--- src/rtl/div_ctrl_pkg.sv ---
// Shared constants for the multi-cycle divider: FSM encodings and the
// ready/start handshake levels used by div_ctrl and its step datapath.
package div_ctrl_pkg;

   localparam int DIV_DATA_W = 32;

   typedef enum logic [1:0] {
      DivFree   = 2'b00,
      DivByZero = 2'b01,
      DivOn     = 2'b10,
      DivEnd    = 2'b11
   } div_state_e;

   localparam logic DivResultReady    = 1'b1;
   localparam logic DivResultNotReady = 1'b0;
   localparam logic DivStart          = 1'b1;
   localparam logic DivStop           = 1'b0;

endpackage

--- src/rtl/div_step.sv ---
// One radix-2 restoring iteration on the packed {rem, quot} working register.
module div_step
   import div_ctrl_pkg::*;
#(
   parameter int DATA_W = DIV_DATA_W
) (
   input  logic [2*DATA_W-1:0] rq_i,
   input  logic [DATA_W-1:0]   divisor_i,
   output logic [2*DATA_W-1:0] rq_o
);

   // Shifted partial remainder keeps the bit pushed out of rem's MSB, so
   // divisors with the top bit set still compare correctly.
   logic [DATA_W:0]   part;
   logic [DATA_W+1:0] diff;
   logic              borrow;

   assign part   = rq_i[2*DATA_W-1:DATA_W-1];
   assign diff   = {1'b0, part} - {2'b00, divisor_i};
   assign borrow = diff[DATA_W+1];

   assign rq_o[DATA_W-1:0]        = {rq_i[DATA_W-2:0], ~borrow};
   assign rq_o[2*DATA_W-1:DATA_W] = borrow ? part[DATA_W-1:0] : diff[DATA_W-1:0];

endmodule

--- src/rtl/div_ctrl.sv ---
// Division sequencer for DIV/DIVU: holds the pipeline while the restoring
// datapath iterates, then presents {remainder, quotient} until EX drops start.
module div_ctrl
   import div_ctrl_pkg::*;
#(
   parameter int DATA_W = DIV_DATA_W
) (
   input  logic                clk,
   input  logic                rst,
   input  logic                start_i,
   input  logic                annul_i,
   input  logic                signed_div_i,
   input  logic [DATA_W-1:0]   opdata1_i,
   input  logic [DATA_W-1:0]   opdata2_i,
   output logic [2*DATA_W-1:0] result_o,
   output logic                ready_o,
   output logic                stallreq_o
);

   localparam int CNT_W = $clog2(DATA_W + 1);

   div_state_e          state_q, state_d;
   logic [CNT_W-1:0]    cnt_q, cnt_d;
   logic [2*DATA_W-1:0] rq_q, rq_d, rq_step;
   logic [DATA_W-1:0]   dvs_q, dvs_d;
   logic                negq_q, negq_d, negr_q, negr_d;
   logic [2*DATA_W-1:0] result_q, result_d;
   logic [DATA_W-1:0]   abs1, abs2, quot_fix, rem_fix;

   assign abs1 = (signed_div_i && opdata1_i[DATA_W-1]) ? ({DATA_W{1'b0}} - opdata1_i) : opdata1_i;
   assign abs2 = (signed_div_i && opdata2_i[DATA_W-1]) ? ({DATA_W{1'b0}} - opdata2_i) : opdata2_i;

   assign quot_fix = negq_q ? ({DATA_W{1'b0}} - rq_q[DATA_W-1:0]) : rq_q[DATA_W-1:0];
   assign rem_fix  = negr_q ? ({DATA_W{1'b0}} - rq_q[2*DATA_W-1:DATA_W])
                            : rq_q[2*DATA_W-1:DATA_W];

   div_step #(.DATA_W(DATA_W)) u_step (
      .rq_i      (rq_q),
      .divisor_i (dvs_q),
      .rq_o      (rq_step)
   );

   always_ff @(posedge clk or negedge rst) begin
      if (!rst) begin
         state_q  <= DivFree;
         cnt_q    <= '0;
         rq_q     <= '0;
         dvs_q    <= '0;
         negq_q   <= 1'b0;
         negr_q   <= 1'b0;
         result_q <= '0;
      end else begin
         state_q  <= state_d;
         cnt_q    <= cnt_d;
         rq_q     <= rq_d;
         dvs_q    <= dvs_d;
         negq_q   <= negq_d;
         negr_q   <= negr_d;
         result_q <= result_d;
      end
   end

   always_comb begin
      state_d    = state_q;
      cnt_d      = cnt_q;
      rq_d       = rq_q;
      dvs_d      = dvs_q;
      negq_d     = negq_q;
      negr_d     = negr_q;
      result_d   = result_q;
      stallreq_o = DivStop;
      case (state_q)
         DivFree: begin
            result_d = '0;
            // Annul beats start: a flushed instruction must not launch a divide.
            if (start_i == DivStart && !annul_i) begin
               stallreq_o = DivStart;
               if (opdata2_i == '0) begin
                  state_d = DivByZero;
               end else begin
                  state_d = DivOn;
                  cnt_d   = '0;
                  rq_d    = {{DATA_W{1'b0}}, abs1};
                  dvs_d   = abs2;
                  negq_d  = signed_div_i && (opdata1_i[DATA_W-1] ^ opdata2_i[DATA_W-1]);
                  negr_d  = signed_div_i && opdata1_i[DATA_W-1];
               end
            end
         end
         DivByZero: begin
            stallreq_o = DivStart;
            result_d   = '0;
            state_d    = DivEnd;
         end
         DivOn: begin
            stallreq_o = DivStart;
            if (annul_i) begin
               state_d  = DivFree;
               result_d = '0;
            end else if (cnt_q != CNT_W'(DATA_W)) begin
               rq_d  = rq_step;
               cnt_d = cnt_q + CNT_W'(1);
            end else begin
               result_d = {rem_fix, quot_fix};
               state_d  = DivEnd;
            end
         end
         DivEnd: begin
            if (start_i == DivStop) begin
               state_d  = DivFree;
               result_d = '0;
            end
         end
         default: state_d = DivFree;
      endcase
   end

   assign result_o = result_q;
   assign ready_o  = (state_q == DivEnd) ? DivResultReady : DivResultNotReady;

endmodule

--- config.mk ---
export PLATFORM = sky130hd
export DESIGN_NAME = div_ctrl
export DESIGN_NICKNAME = d
export VERILOG_FILES = /design/src/rtl/div_ctrl_pkg.sv /design/src/rtl/div_step.sv /design/src/rtl/div_ctrl.sv
export SDC_FILE = /design/constraint.sdc
export NUM_CORES = 1
export LEC_CHECK = 0
export BUFFER_PORTS_ARGS = -buffer_cell sky130_fd_sc_hd__buf_2
export CORE_MARGIN = 5
export CORE_UTILIZATION = 30
export DETAILED_ROUTE_END_ITERATION = 16
export HOLD_SLACK_MARGIN = 0.15
export PLACE_DENSITY = 0.58
export RECOVER_POWER = 50
export SLEW_MARGIN = 20
export SYNTH_ARGS = -nofsm -noshare
export SYNTH_HDL_FRONTEND = slang
export SYNTH_SLANG_ARGS = --single-unit
--- constraint.sdc ---
create_clock -name clk -period 2.9 [get_ports clk]
set_input_delay 0.435 -clock clk [delete_from_list [all_inputs] [get_ports clk]]
set_output_delay 0.435 -clock clk [all_outputs]
set_load 0.1 [all_outputs]
# After elaboration in Yosys (flattened, before gate mapping)
# Index checks and enable logic that the tools add are counted.
[classes] add_sub_neg=6 eq_ne=10 n_mux=28 n_bitwise=3 n_reduce_logical=14
[ops] cell="$mux W64" count=7
[ops] cell="$pmux W64 S3" count=1
[ops] cell="$mux W32" count=5
[ops] cell="$pmux W64 S2" count=1
[ops] cell="$sub A1 B32 Y32 const A" count=4
[ops] cell="$sub A33 B32 Y34" count=1
[ops] cell="$logic_not A32 Y1" count=1
[ops] cell="$mux W6" count=4
[ops] cell="$pmux W6 S2" count=1
[ops] cell="$mux W2" count=5
[ops] cell="$ne A2 B2 Y1 const B" count=5
[ops] cell="$pmux W2 S4" count=1
[ops] cell="$add A6 B1 Y6 const B" count=1
[ops] cell="$ne A6 B6 Y1 const B" count=1
[ops] cell="$reduce_and A3 Y1" count=2
[ops] cell="$reduce_and A5 Y1" count=1
[ops] cell="$eq A2 B2 Y1 const B" count=2
[ops] cell="$logic_and A1 B1 Y1" count=4
[ops] cell="$reduce_or A2 Y1" count=2
[ops] cell="$ne A3 B3 Y1 const B" count=1
[ops] cell="$eq A2 B1 Y1 const B" count=1
[ops] cell="$logic_not A2 Y1" count=1
[ops] cell="$mux W1" count=2
[ops] cell="$not A1 Y1" count=2
[ops] cell="other kinds (5)" count=5
[totals] register_bits=170 out_inout_bits=66 elab_cells=68

# Logic depth before layout (Yosys ltp)
# Gate-level depths: netlist of run 1.
[logic_depth] ltp_word=5 mapped_depth=13 depth_no_buf=13

# Cells and area by module
# Synthesis of run 1 repeated with hierarchy kept, for this count alone.
[unflattened] hier_cells=1501 hier_area_um2=12177.9
[by_module_without_submodules] module="div_ctrl" instances=1 cells_per_inst=1097 area_each_um2=9515.4 seq_area_each_um2=4254.1
[by_module_without_submodules] module="div_step" instances=1 cells_per_inst=404 area_each_um2=2662.6 seq_area_each_um2=0.0

# Worst setup path after synthesis of run 1
# OpenSTA, ideal clock, no wires.
[synth_timing] path_kind="register -> register" start="register rq_q[39]" end="register rq_q[33]" setup_time_ns=0.132 t_arrival_ns=2.798 required_ns=2.768 setup_slack_ns=-0.030 path_stages_with_launch=12 period_less_slack_ns=2.930 path_cell_list="dfrtp_1 ha_1 a21oi_1 nor3_1 a211oi_1 a21oi_1 o31ai_1 o211ai_1 a21boi_2 buf_2 mux2i_1 o22ai_1"
[synth_between] elab_chain_len=5
[synth_lines] element="start, declared" line_no="div_ctrl.sv:24" rtl="logic [2*DATA_W-1:0] rq_q, rq_d, rq_step;"
[synth_lines] element="start signal, assigned" line_no="div_ctrl.sv:55" rtl="rq_q <= rq_d;"
[synth_lines] element="$sub A33 B32 Y34" line_no="div_step.sv:19" rtl="assign diff = {1'b0, part} - {2'b00, divisor_i};"
[synth_lines] element="$mux W32" line_no="div_step.sv:23" rtl="assign rq_o[2*DATA_W-1:DATA_W] = borrow ? part[DATA_W-1:0] : diff[DATA_W-1:0];"
[synth_lines] element="$mux W64" line_no="div_ctrl.sv:100" rtl="end else if (cnt_q != CNT_W'(DATA_W)) begin"
[synth_lines] element="$mux W64" line_no="div_ctrl.sv:97" rtl="if (annul_i) begin"
[synth_lines] element="$pmux W64 S2" line_no="div_ctrl.sv:72" rtl="case (state_q)"
# No other way between the ends. The select of a mux whose other input is x is not followed.
# A chain may end at the register's enable or synchronous reset.

# Worst setup path in the final report of run 1
[layout_timing] start="register rq_q[39]" end="register rq_q[47]"
# Same word-level chain as after synthesis.

==> impl_metrics.csv, run 1 <==
group,metric,value,unit
pwr,pwr_density_cell,1290,mW/mm^2
timing,fin_crit_sh,97.9,%
place,gp_congestion,0.879,
synth,ys_ff_latch,170,
pwr,power,18.5,mW
detailed_routing,drt_iter0_drc,529,
final_layout,fin_util,39.3,%
floorplanning,die_x,203,um
detailed_routing,wl_per_cell,15.5,um
worst_hold_path,hp-class,"in -> reg",
worst_setup_path,worstReg2RegEnd,"rq_q[47]",
synth,synthArstFlopShare,100,%
timing,rsz0062_at_grt,"yes",
synth,syn_inst,1330,
synth,synthFlopType,"dfrtp_1",
synth,synth_top_cells_by_area,"dfrtp_1 38%, o21ai_0 7.8%, xor2_1 7.3%",
synth,yosys_warnings,0,
global_route,gr-usage-met2,23.8,%
timing,relSlewSlack,16.5,%
clocking,cts_inserted_buffers,17,
place,post_dp_cell_area,0.0133,sq mm
global_route,antenna_found_initial,0,
detailed_routing,drc,0,
synth,yosysUniqueCellTypes,58,
detailed_routing,drt_wl_total,31700,um
worst_setup_path,rr_startpoint,"rq_q[39]",
timing,max_freq,0.352,GHz
place,dp_cells,1994,
clocking,cts_htree_levels,4,
timing,finalSetupViolCount,0,
clocking,cts-root-buf,"clkbuf_16",
clocking,cts_tree,"built",
global_route,grt_pass1_wl,50800,um
worst_hold_path,hold_depth,3,
detailed_routing,ant_nets,0,
synth,synth-edff-count,0,
worst_setup_path,endpoint_kind,"flip-flop",
floorplanning,initial_core_util,30.4,%
synth,yosysMostFrequentCell,"nand2_1",
timing,worst_pin_slew,1.25,ns
worst_setup_path,arrival,3.17,ns
global_route,grtUsageTotal,15.1,%
floorplanning,die_y,203,um
place,dp.final_hpwl,24000,um
timing,hold_violations,0,
worst_hold_path,worst_hold_path.endpoint,"dvs_q[1]",
final_layout,final_area,0.0144,sq mm
pwr,vdd_drop_max,560,uV
clocking,clock_latency,0.43,ns
timing,skew,0.00855,ns
synth,yosysSeqAreaShare,38.2,%
global_route,top_usage_layer,"met2",
synth,synth_top_area_share,38.2,%
floorplanning,core_area,0.0366,sq mm
outcome,status,"finished clean",
final_layout,register_area,0.00426,sq mm
clocking,cts_buffer_depth,2,
floorplanning,io-pin-count,135,
worst_setup_path,crit_start,"rq_q[39]",
final_layout,diodes,0,
flow_run,cap_violations,0,
synth,syn_area,0.0111,sq mm
detailed_routing,vias,10116,
worst_setup_path,cp.required,3.23,ns
worst_setup_path,reg2reg_depth,12,
final_layout,syn2layout_area_growth,29.1,%
synth,avgSynthCellArea,8.38,sq um
timing,slew_viol_final,0,
synth,yosys.area.top_type,"dfrtp_1",
worst_hold_path,min-delay-start,"opdata2_i[1]",
global_route,grt_max_degree,79,
pwr,p_leak,6.82,nW
final_layout,drive_above_1_share,22.3,%
worst_setup_path,ff2ff_setup_slack,0.06,ns
global_route,gr-usage-met1,21.6,%
global_route,met3_usage,2.62,%
detailed_routing,drt_first_pass_iters,5,
detailed_routing,routed_via_density,4.95,
clocking,clk_pin_slew,0.06,ns
clocking,cts_sinks,170,
timing,final.setup.tns,0,ns
place,port_buffers,134,
final_layout,fill_cells,3732,
final_layout,nNetsFinal,1675,
synth,ys_top_cells_by_count,"210 x nand2_1, 174 x o21ai_0, 170 x dfrtp_1, 93 x xor2_1, 82 x nor2_1",
synth,syn-num-nets,1443,
final_layout,instances_no_fill,2043,
worst_setup_path,cp-start-kind,"flip-flop",
global_route,grt_overflow,0,
floorplanning,num_rows,70,
worst_setup_path,crit_type,"reg -> reg",
final_layout,multi_input_area,0.00675,sq mm
floorplanning,die_area,0.0411,sq mm
global_route,grt_pass1_vias,9804,
timing,period_needed,2.84,ns
worst_setup_path,cp_max_fo,7,
==> kinds of logic after synthesis <==
group,synth area share (%)
flops,38.2
xor+xnor,11.2
buf+inv,4.42
compound gates,20.5
mux,3.64
simple gates,17.1
fa+ha+maj,5.01
==> registers in the layout (all words and copies together) (netlist names) <==
signal,cells
result_o,64
rq_q,64
negr_q,1
state_q,2
negq_q,1
cnt_q,6
dvs_q,32
==> cells in the final DEF, fill, tap and decap left out, drive strengths merged, types with 50 or more instances in the layout <==
cell type,Yosys,routed
buf,17,252
inv,59,59
o31ai,50,50
dfrtp,170,170
o21ai,179,179
nor2,82,82
a21oi,81,81
xor2,93,93
nand2,211,211
xnor2,50,50
==> worst max path at each step <==
stage | end | slack (ns) | depth (start not counted)
final | rq_q[47] | 0.06 | 12
after floorplan | rq_q[60] | 0.002 | 13
after detailed placement | rq_q[62] | -0.12 | 15
after CTS | rq_q[47] | 0.001 | 12
after global placement | rq_q[27] | -0.12 | 10
after global routing | rq_q[47] | -0.08 | 12
==> power by group <==
part / total (mW) / internal (mW) / switching (mW)
registers: 3.89 / 3.14 / 0.753
logic: 12.0 / 5.20 / 6.82
clock network: 2.61 / 1.64 / 0.976
total: 18.5 / 9.98 / 8.55
==> what timing repair did <==
action	CTS	global route
hold buffers	1	0
pin swaps	6	30
gates resized for setup	13	52
setup endpoints to repair	29	43
hold endpoints to repair	46	0
gates cloned	0	1
setup buffers	3	13
==> stage by stage <==
stage | setup WS, ns | hold WS, ns
final | 0.0611 | 0.300
after global routing | -0.0778 | 0.291
after CTS | 0.00123 | 0.278
after detailed placement | -0.116 | 0.420
after global placement | -0.120 | 0.422
after floorplan | 0.00187 | 0.139
==> critical path, stage by stage (launching register included) <==
cell,delay (ns)
dfrtp_1,0.42
ha_4,0.31
nand2_2,0.06
nor4_2,0.26
o211ai_1,0.16
a21oi_2,0.29
o31ai_4,0.10
o211ai_1,0.32
a21boi_4,0.14
buf_12,0.17
buf_8,0.12
mux2i_1,0.12
o31ai_1,0.26
==> final cells by class <==
| cell class | count | share of cell area, % |
|---|---|---|
| flip-flops and latches | 170 | 29.6 |
| multi-input cells | 1034 | 46.9 |
| well taps | 468 | 4.07 |
| clock buffers | 20 | 3.10 |
| clock inverters | 12 | 1.53 |
| repair buffers | 279 | 13.3 |
| inverters | 60 | 1.56 |
==> routing by layer <==
layer / share of wire (%) / wire (um)
met4: 1.3 / 425
met2: 46 / 14400
met5: 0 / 0
met3: 4.4 / 1390
met1: 49 / 15400
Note: power is estimated with default switching activity, not from simulation.
==> run 2, diff against run 1 <==
--- a/config.mk
+++ b/config.mk
@@ -5,12 +5,13 @@
 export SDC_FILE = /design/constraint.sdc
 export NUM_CORES = 1
 export LEC_CHECK = 0
+export ABC_AREA = 1
 export BUFFER_PORTS_ARGS = -buffer_cell sky130_fd_sc_hd__buf_2
 export CORE_MARGIN = 5
-export CORE_UTILIZATION = 30
+export CORE_UTILIZATION = 23
 export DETAILED_ROUTE_END_ITERATION = 16
 export HOLD_SLACK_MARGIN = 0.15
-export PLACE_DENSITY = 0.58
+export PLACE_DENSITY = 0.49
 export RECOVER_POWER = 50
 export SLEW_MARGIN = 20
 export SYNTH_ARGS = -nofsm -noshare
==> impl_metrics.csv, run 2 <==
group,metric,value,unit
outcome,status,"finished clean",
final_layout,final_common_cell,"nand2_1",
clocking,cts_htree_levels,4,
global_route,grt_pass1_wl,71000,um
global_route,antenna_found_initial,4,
final_layout,register_area,0.00425,sq mm
worst_setup_path,cp_max_fo,58,
detailed_routing,drc,0,
floorplanning,die_y,249,um
synth,ys_ff_latch,170,
detailed_routing,drt_wl_total,44100,um
place,gp_congestion,0.886,
pwr,p_leak,7.93,nW
timing,worst_pin_slew,1.34,ns
place,post_dp_cell_area,0.0147,sq mm
synth,synth_mux_area_share,0,%
clocking,cts-resized-gates,0,
timing,slew_viol_final,0,
floorplanning,io-pin-count,135,
timing,rsz0062_at_grt,"no",
synth,syn_area,0.0132,sq mm
synth,synth-edff-count,0,
timing,final.setup.tns,0,ns
final_layout,final_area,0.0152,sq mm
detailed_routing,drt_iter0_drc,932,
timing,skew,0.00805,ns
worst_setup_path,endpoint_kind,"flip-flop",
synth,yosys_warnings,0,
final_layout,multi_input_area,0.00754,sq mm
global_route,grtUsageTotal,14.1,%
worst_setup_path,crit_type,"reg -> reg",
timing,hold_ws,0.247,ns
synth,syn_inst,2064,
synth,synth_xor_xnor_area_share,4.73,%
pwr,p_int,8.13,mW
synth,synthFlopType,"dfrtp_1",
floorplanning,core_area,0.0565,sq mm
detailed_routing,wl_met2,18600,um
place,pre_cts_ws,-0.168,ns
pwr,swShare,58.2,%
pwr,p_clk_share,12.1,%
place,port_buffers,134,
final_layout,final_cell_mix,"711 x nand2_1, 267 x inv_1, 214 x nand3_1, 185 x nor2_1, 170 x dfrtp_1",
detailed_routing,wl_met1,23000,um
synth,ys_top_cells_by_count,"711 x nand2_1, 268 x inv_1, 214 x nand3_1, 185 x nor2_1, 170 x dfrtp_1",
clocking,clock_latency,0.45,ns
synth,synth-simple-area-share,38.4,%
floorplanning,num_rows,87,
pwr,pwr_density_cell,1270,mW/mm^2
detailed_routing,vias,12938,
synth,avgSynthCellArea,6.37,sq um
synth,synth_top_family_by_area,"simple AND/OR/NAND/NOR gates",
final_layout,syn2layout_area_growth,15.9,%
worst_setup_path,cp.required,3.21,ns
detailed_routing,ant_nets,0,
detailed_routing,routed_via_density,4.38,
final_layout,nNetsFinal,2299,
synth,synth_top_area_share,32.3,%
final_layout,drive_above_1_share,9.10,%
synth,yosysUniqueCellTypes,46,
worst_setup_path,arrival,2.91,ns
synth,yosys.area.top_type,"dfrtp_1",
floorplanning,initial_core_util,23.3,%
timing,fin_crit_sh,89.6,%
pwr,vdd_drop_max,471,uV
synth,synth_adder_area_share,4.24,%
detailed_routing,wl_per_cell,14.9,um
synth,synthArstFlopShare,100,%
global_route,grt_overflow,0,
global_route,grt_pass1_vias,12652,
pwr,seq_power_share,21.6,%
clocking,cts_sinks,170,
floorplanning,die_area,0.0621,sq mm
synth,synth_top_cells_by_area,"dfrtp_1 32%, nand2_1 20%, nand3_1 8.1%",
timing,finalSetupViolCount,0,
synth,yosysSeqAreaShare,32.3,%
synth,yosysMostFrequentCell,"nand2_1",
synth,syn-num-nets,2177,
pwr,pwr-share-comb,66.3,%
timing,relSlewSlack,10.6,%
clocking,cts-root-buf,"clkbuf_16",
pwr,p_switching,11.3,mW
floorplanning,die_x,249,um
clocking,cts_tree,"built",
worst_setup_path,cp-start-kind,"flip-flop",
detailed_routing,highest_layer,"met5",
clocking,clk_pin_slew,0.07,ns
timing,period_needed,2.60,ns
synth,synth_compound_area_share,9.91,%
detailed_routing,route.met3.wl,1750,um
worst_hold_path,hp-class,"in -> reg",
timing,max_freq,0.385,GHz
timing,hold_violations,0,
final_layout,fill_cells,6322,
clocking,cts_inserted_buffers,17,
timing,setup_ws,0.301,ns
clocking,cts_buffer_depth,2,
place,dp.final_hpwl,36000,um
detailed_routing,drt_first_pass_iters,5,
flow_run,cap_violations,0,
global_route,grt_max_degree,59,
[run 2: cell types whose count changed after synthesis, sizes merged, moves of 23 or more]
cell / change
xor2: -41
nand4: +24
o31ai: -38
o21ai: -23
mux2i: -36
clkbuf: -30
buf: +25
a21oi: -32
nor2: +116
xnor2: -31
inv: +214
nand2: +505
nand3: +200
[run 2: area by class of cell]
| cell class | instances | share of cell area (%) |
|---|---|---|
| Antenna cell | 1 | 0.0164 |
| Clock buffer | 19 | 2.91 |
| Clock inverter | 12 | 0.936 |
| Inverter | 277 | 6.82 |
| Multi-Input combinational cell | 1556 | 49.5 |
| Sequential cell | 170 | 27.9 |
| Tap cell | 756 | 6.21 |
| Timing Repair Buffer | 164 | 5.74 |
[run 2: kinds of logic (layout without fill, tap and decap cells)]
family,Yosys count,in the layout
AOI/OAI and AO/OA,238,238
xor gates and xnor gates,71,71
and+or+nand+nor,1203,1203
DFF,170,170
buffers and inverters,338,472
adders and majority gates,44,44
other,0,1
[run 2: routing by layer]
metal	vias up	GRT usage, %
met4	6	3.65
met2	249	21.1
met3	47	2.28
met5	-	0
li1	6805	-
met1	5831	20.9
[run 2: through the flow]
stage          utilization [%]  power (mW)  std cells
2_1_floorplan                -        13.9       2064
3_3_place_gp              26.1        17.1       2922
3_5_place_dp              26.1        17.2       2922
4_1_cts                   27.1        19.6       2954
5_1_grt                   27.0        21.3       2954
6_report                  27.0        19.4       2955
[run 2: power groups by stage]
stage / clock network, mW / registers (mW) / logic [mW]
global placement: 0 / 4.20 / 12.9
global route: 2.51 / 4.34 / 14.5
finish: 2.35 / 4.19 / 12.9
detailed placement: 0 / 4.22 / 12.9
CTS: 2.42 / 4.18 / 13.0
floorplan: 0 / 5.71 / 8.22
[run 2: repair_timing]
action | in CTS | in global routing
hold buffers | 1 | 0
setup buffers | 0 | 0
hold endpoints to repair | 47 | 0
[run 2: worst paths after layout]
path,depth (start not counted),slack (ns),endpoint,from
worst max-delay path,9,0.30,cnt_q[2],state_q[0]
worst min-delay path,3,0.25,rq_q[0],opdata1_i[0]
worst max register to register,9,0.30,cnt_q[2],state_q[0]
worst min register to register,2,0.48,dvs_q[16],dvs_q[16]
max in group asynchronous,3,0.57,rq_q[36],rst
min in group asynchronous,2,0.84,result_o[28],rst
[run 2: critical path, cell delays in order, from the launching register on]
cell     delay (ns)
dfrtp_1        0.40
inv_1          0.13
ha_1           0.23
buf_4          0.26
nand2_1        0.12
nand4_4        0.15
buf_4          0.53
inv_2          0.37
nand3_1        0.16
o21ai_0        0.10
==> run 3, diff against run 2 <==
--- a/config.mk
+++ b/config.mk
@@ -11,7 +11,7 @@
 export CORE_UTILIZATION = 23
 export DETAILED_ROUTE_END_ITERATION = 16
 export HOLD_SLACK_MARGIN = 0.15
-export PLACE_DENSITY = 0.49
+export PLACE_DENSITY = 0.48
 export RECOVER_POWER = 50
 export SLEW_MARGIN = 20
 export SYNTH_ARGS = -nofsm -noshare
==> constraint.sdc (replaced) <==
create_clock -name clk -period 2.4 [get_ports clk]
set_input_delay 0.36 -clock clk [delete_from_list [all_inputs] [get_ports clk]]
set_output_delay 0.36 -clock clk [all_outputs]
set_load 0.1 [all_outputs]
==> impl_metrics.csv, run 3 (synthesized netlist as in run 2, its figures left out) <==
group,metric,value,unit
global_route,grt_pass1_wl,71800,um
detailed_routing,routed_via_density,4.38,
clocking,cts_buffer_depth,2,
global_route,antenna_found_initial,4,
place,post_dp_cell_area,0.0152,sq mm
timing,slew_viol_final,0,
worst_hold_path,hp-class,"in -> reg",
flow_run,cap_violations,0,
worst_hold_path,min-delay-start,"opdata1_i[0]",
place,gp_congestion,0.892,
timing,relSlewSlack,12.5,%
worst_setup_path,ff2ff_setup_slack,0.15,ns
detailed_routing,drc,0,
global_route,grt_max_degree,65,
detailed_routing,drt_iter0_drc,946,
clocking,cts-root-buf,"clkbuf_16",
floorplanning,core_area,0.0565,sq mm
timing,finalSetupViolCount,0,
timing,fin_crit_sh,93.8,%
final_layout,drive_above_1_share,12.4,%
detailed_routing,wl_per_cell,15.1,um
clocking,cts_sinks,170,
clocking,cts_inserted_buffers,17,
worst_setup_path,crit_slowest_cell,"dfrtp_1",
timing,rsz0062_at_grt,"yes",
floorplanning,die_x,249,um
final_layout,final_area,0.0159,sq mm
final_layout,fin_util,28.2,%
detailed_routing,drt_first_pass_iters,5,
worst_hold_path,worst_hold_path.endpoint,"rq_q[0]",
final_layout,syn2layout_area_growth,21.1,%
worst_setup_path,arrival,2.59,ns
worst_setup_path,reg2reg_depth,14,
worst_setup_path,crit_type,"reg -> reg",
timing,skew,0.00881,ns
timing,hold_violations,0,
floorplanning,io-pin-count,135,
global_route,grt_overflow,0,
detailed_routing,drt_wl_total,45400,um
global_route,gr-usage-met2,21.4,%
timing,hold_ws,0.225,ns
final_layout,final_common_cell,"nand2_1",
worst_hold_path,hold_depth,3,
global_route,grt_pass1_vias,12750,
worst_setup_path,endpoint_kind,"flip-flop",
clocking,clock_latency,0.45,ns
floorplanning,initial_core_util,23.3,%
clocking,clk_pin_slew,0.07,ns
timing,worst_pin_slew,1.31,ns
worst_setup_path,rr_startpoint,"rq_q[49]",
place,port_buffers,134,
pwr,p_leak,8.29,nW
worst_setup_path,cp.required,2.74,ns
global_route,met3_usage,2.12,%
final_layout,instances_no_fill,3012,
floorplanning,die_y,249,um
place,dp.final_hpwl,36900,um
pwr,vdd_drop_max,658,uV
worst_setup_path,crit_start,"rq_q[49]",
clocking,cts_tree,"built",
global_route,grtUsageTotal,14.3,%
detailed_routing,vias,13180,
detailed_routing,ant_nets,0,
outcome,status,"finished clean",
final_layout,nNetsFinal,2356,
final_layout,final_cell_mix,"705 x nand2_1, 266 x inv_1, 213 x nand3_1, 181 x nor2_1, 168 x dfrtp_1",
worst_setup_path,cp_cell_sequence,"ha_1, nand2_1, nand2_1, nand2_1, nand2_1, a21oi_2, nor2_1, nor2_4, buf_12, nand3_1, nand2_1, clkinv_1, nand2_1, nand2_1",
floorplanning,num_rows,87,
worst_setup_path,worstReg2RegEnd,"rq_q[60]",
worst_setup_path,cp_max_fo,33,
global_route,gr-usage-met1,21.5,%
pwr,pwr_density_cell,1590,mW/mm^2
timing,period_needed,2.25,ns
timing,final.setup.tns,0,ns
clocking,cts_htree_levels,4,
place,dp_cells,2976,
timing,max_freq,0.444,GHz
floorplanning,die_area,0.0621,sq mm
worst_setup_path,max_stage_delay,0.45,ns
global_route,top_usage_layer,"met1",
worst_setup_path,cp-start-kind,"flip-flop",
worst_setup_path,path_common_cell,"nand2_1",
[run 3: timing repair]
item                                    CTS  global route
resized for setup                         2            30
buffers inserted                          0             2
endpoints found under the hold margin    41             0
cloned                                    0             1
endpoints found under the setup margin    3            92
hold buffers                              1             0
pin swaps                                 0             3
[run 3: critical path: cells and delay by family, from the launching register on]
kind                     cells  cell delay, ns
AND/OR/NAND/NOR             10            0.84
flip-flops                   1            0.45
adder cells (fa/ha/maj)      1            0.40
buffers and inverters        2            0.27
AO/OA/AOI/OAI                1            0.17
[run 3: cell type report]
| cell class | instances | area (sq um) |
|---|---|---|
| antenna | 2 | 5.00 |
| timing repair buffer | 220 | 1420 |
| clock buffer | 18 | 439 |
| tap | 756 | 946 |
| multi-input combinational | 1557 | 7630 |
| fill | 6331 | 40600 |
| clock inverter | 12 | 189 |
| sequential | 170 | 4260 |
| inverter | 277 | 1040 |
[run 3: worst max path at each step]
| stage | endpoint | slack (ns) | depth (start not counted) |
|---|---|---|---|
| after floorplan | stallreq_o | 0.08 | 2 |
| after global placement | rq_q[31] | -0.06 | 13 |
| after detailed placement | rq_q[60] | -0.09 | 16 |
| after CTS | rq_q[60] | 0.0006 | 16 |
| after global routing | rq_q[60] | -0.01 | 13 |
| final | rq_q[60] | 0.15 | 14 |
[run 3: metal layers]
| metal | up-vias | routed length, um |
|---|---|---|
| met4 | 4 | 755 |
| li1 | 6925 | - |
| met1 | 5986 | 23900 |
| met5 | - | 34 |
| met2 | 222 | 19200 |
| met3 | 43 | 1520 |
[run 3: through the flow]
step | worst slack (ns) | total power, mW
after CTS | 0.000594 | 25.1
after floorplan | 0.0785 | 16.8
after detailed placement | -0.0937 | 22.0
after global placement | -0.0563 | 21.9
after global routing | -0.0114 | 27.6
final | 0.150 | 25.3
[run 3: report_power, final]
part           internal [mW]  leakage, nW  switching, mW
combinational           5.39         5.73           11.8
clock                   1.78        0.303           1.27
sequential              3.93         2.26           1.13
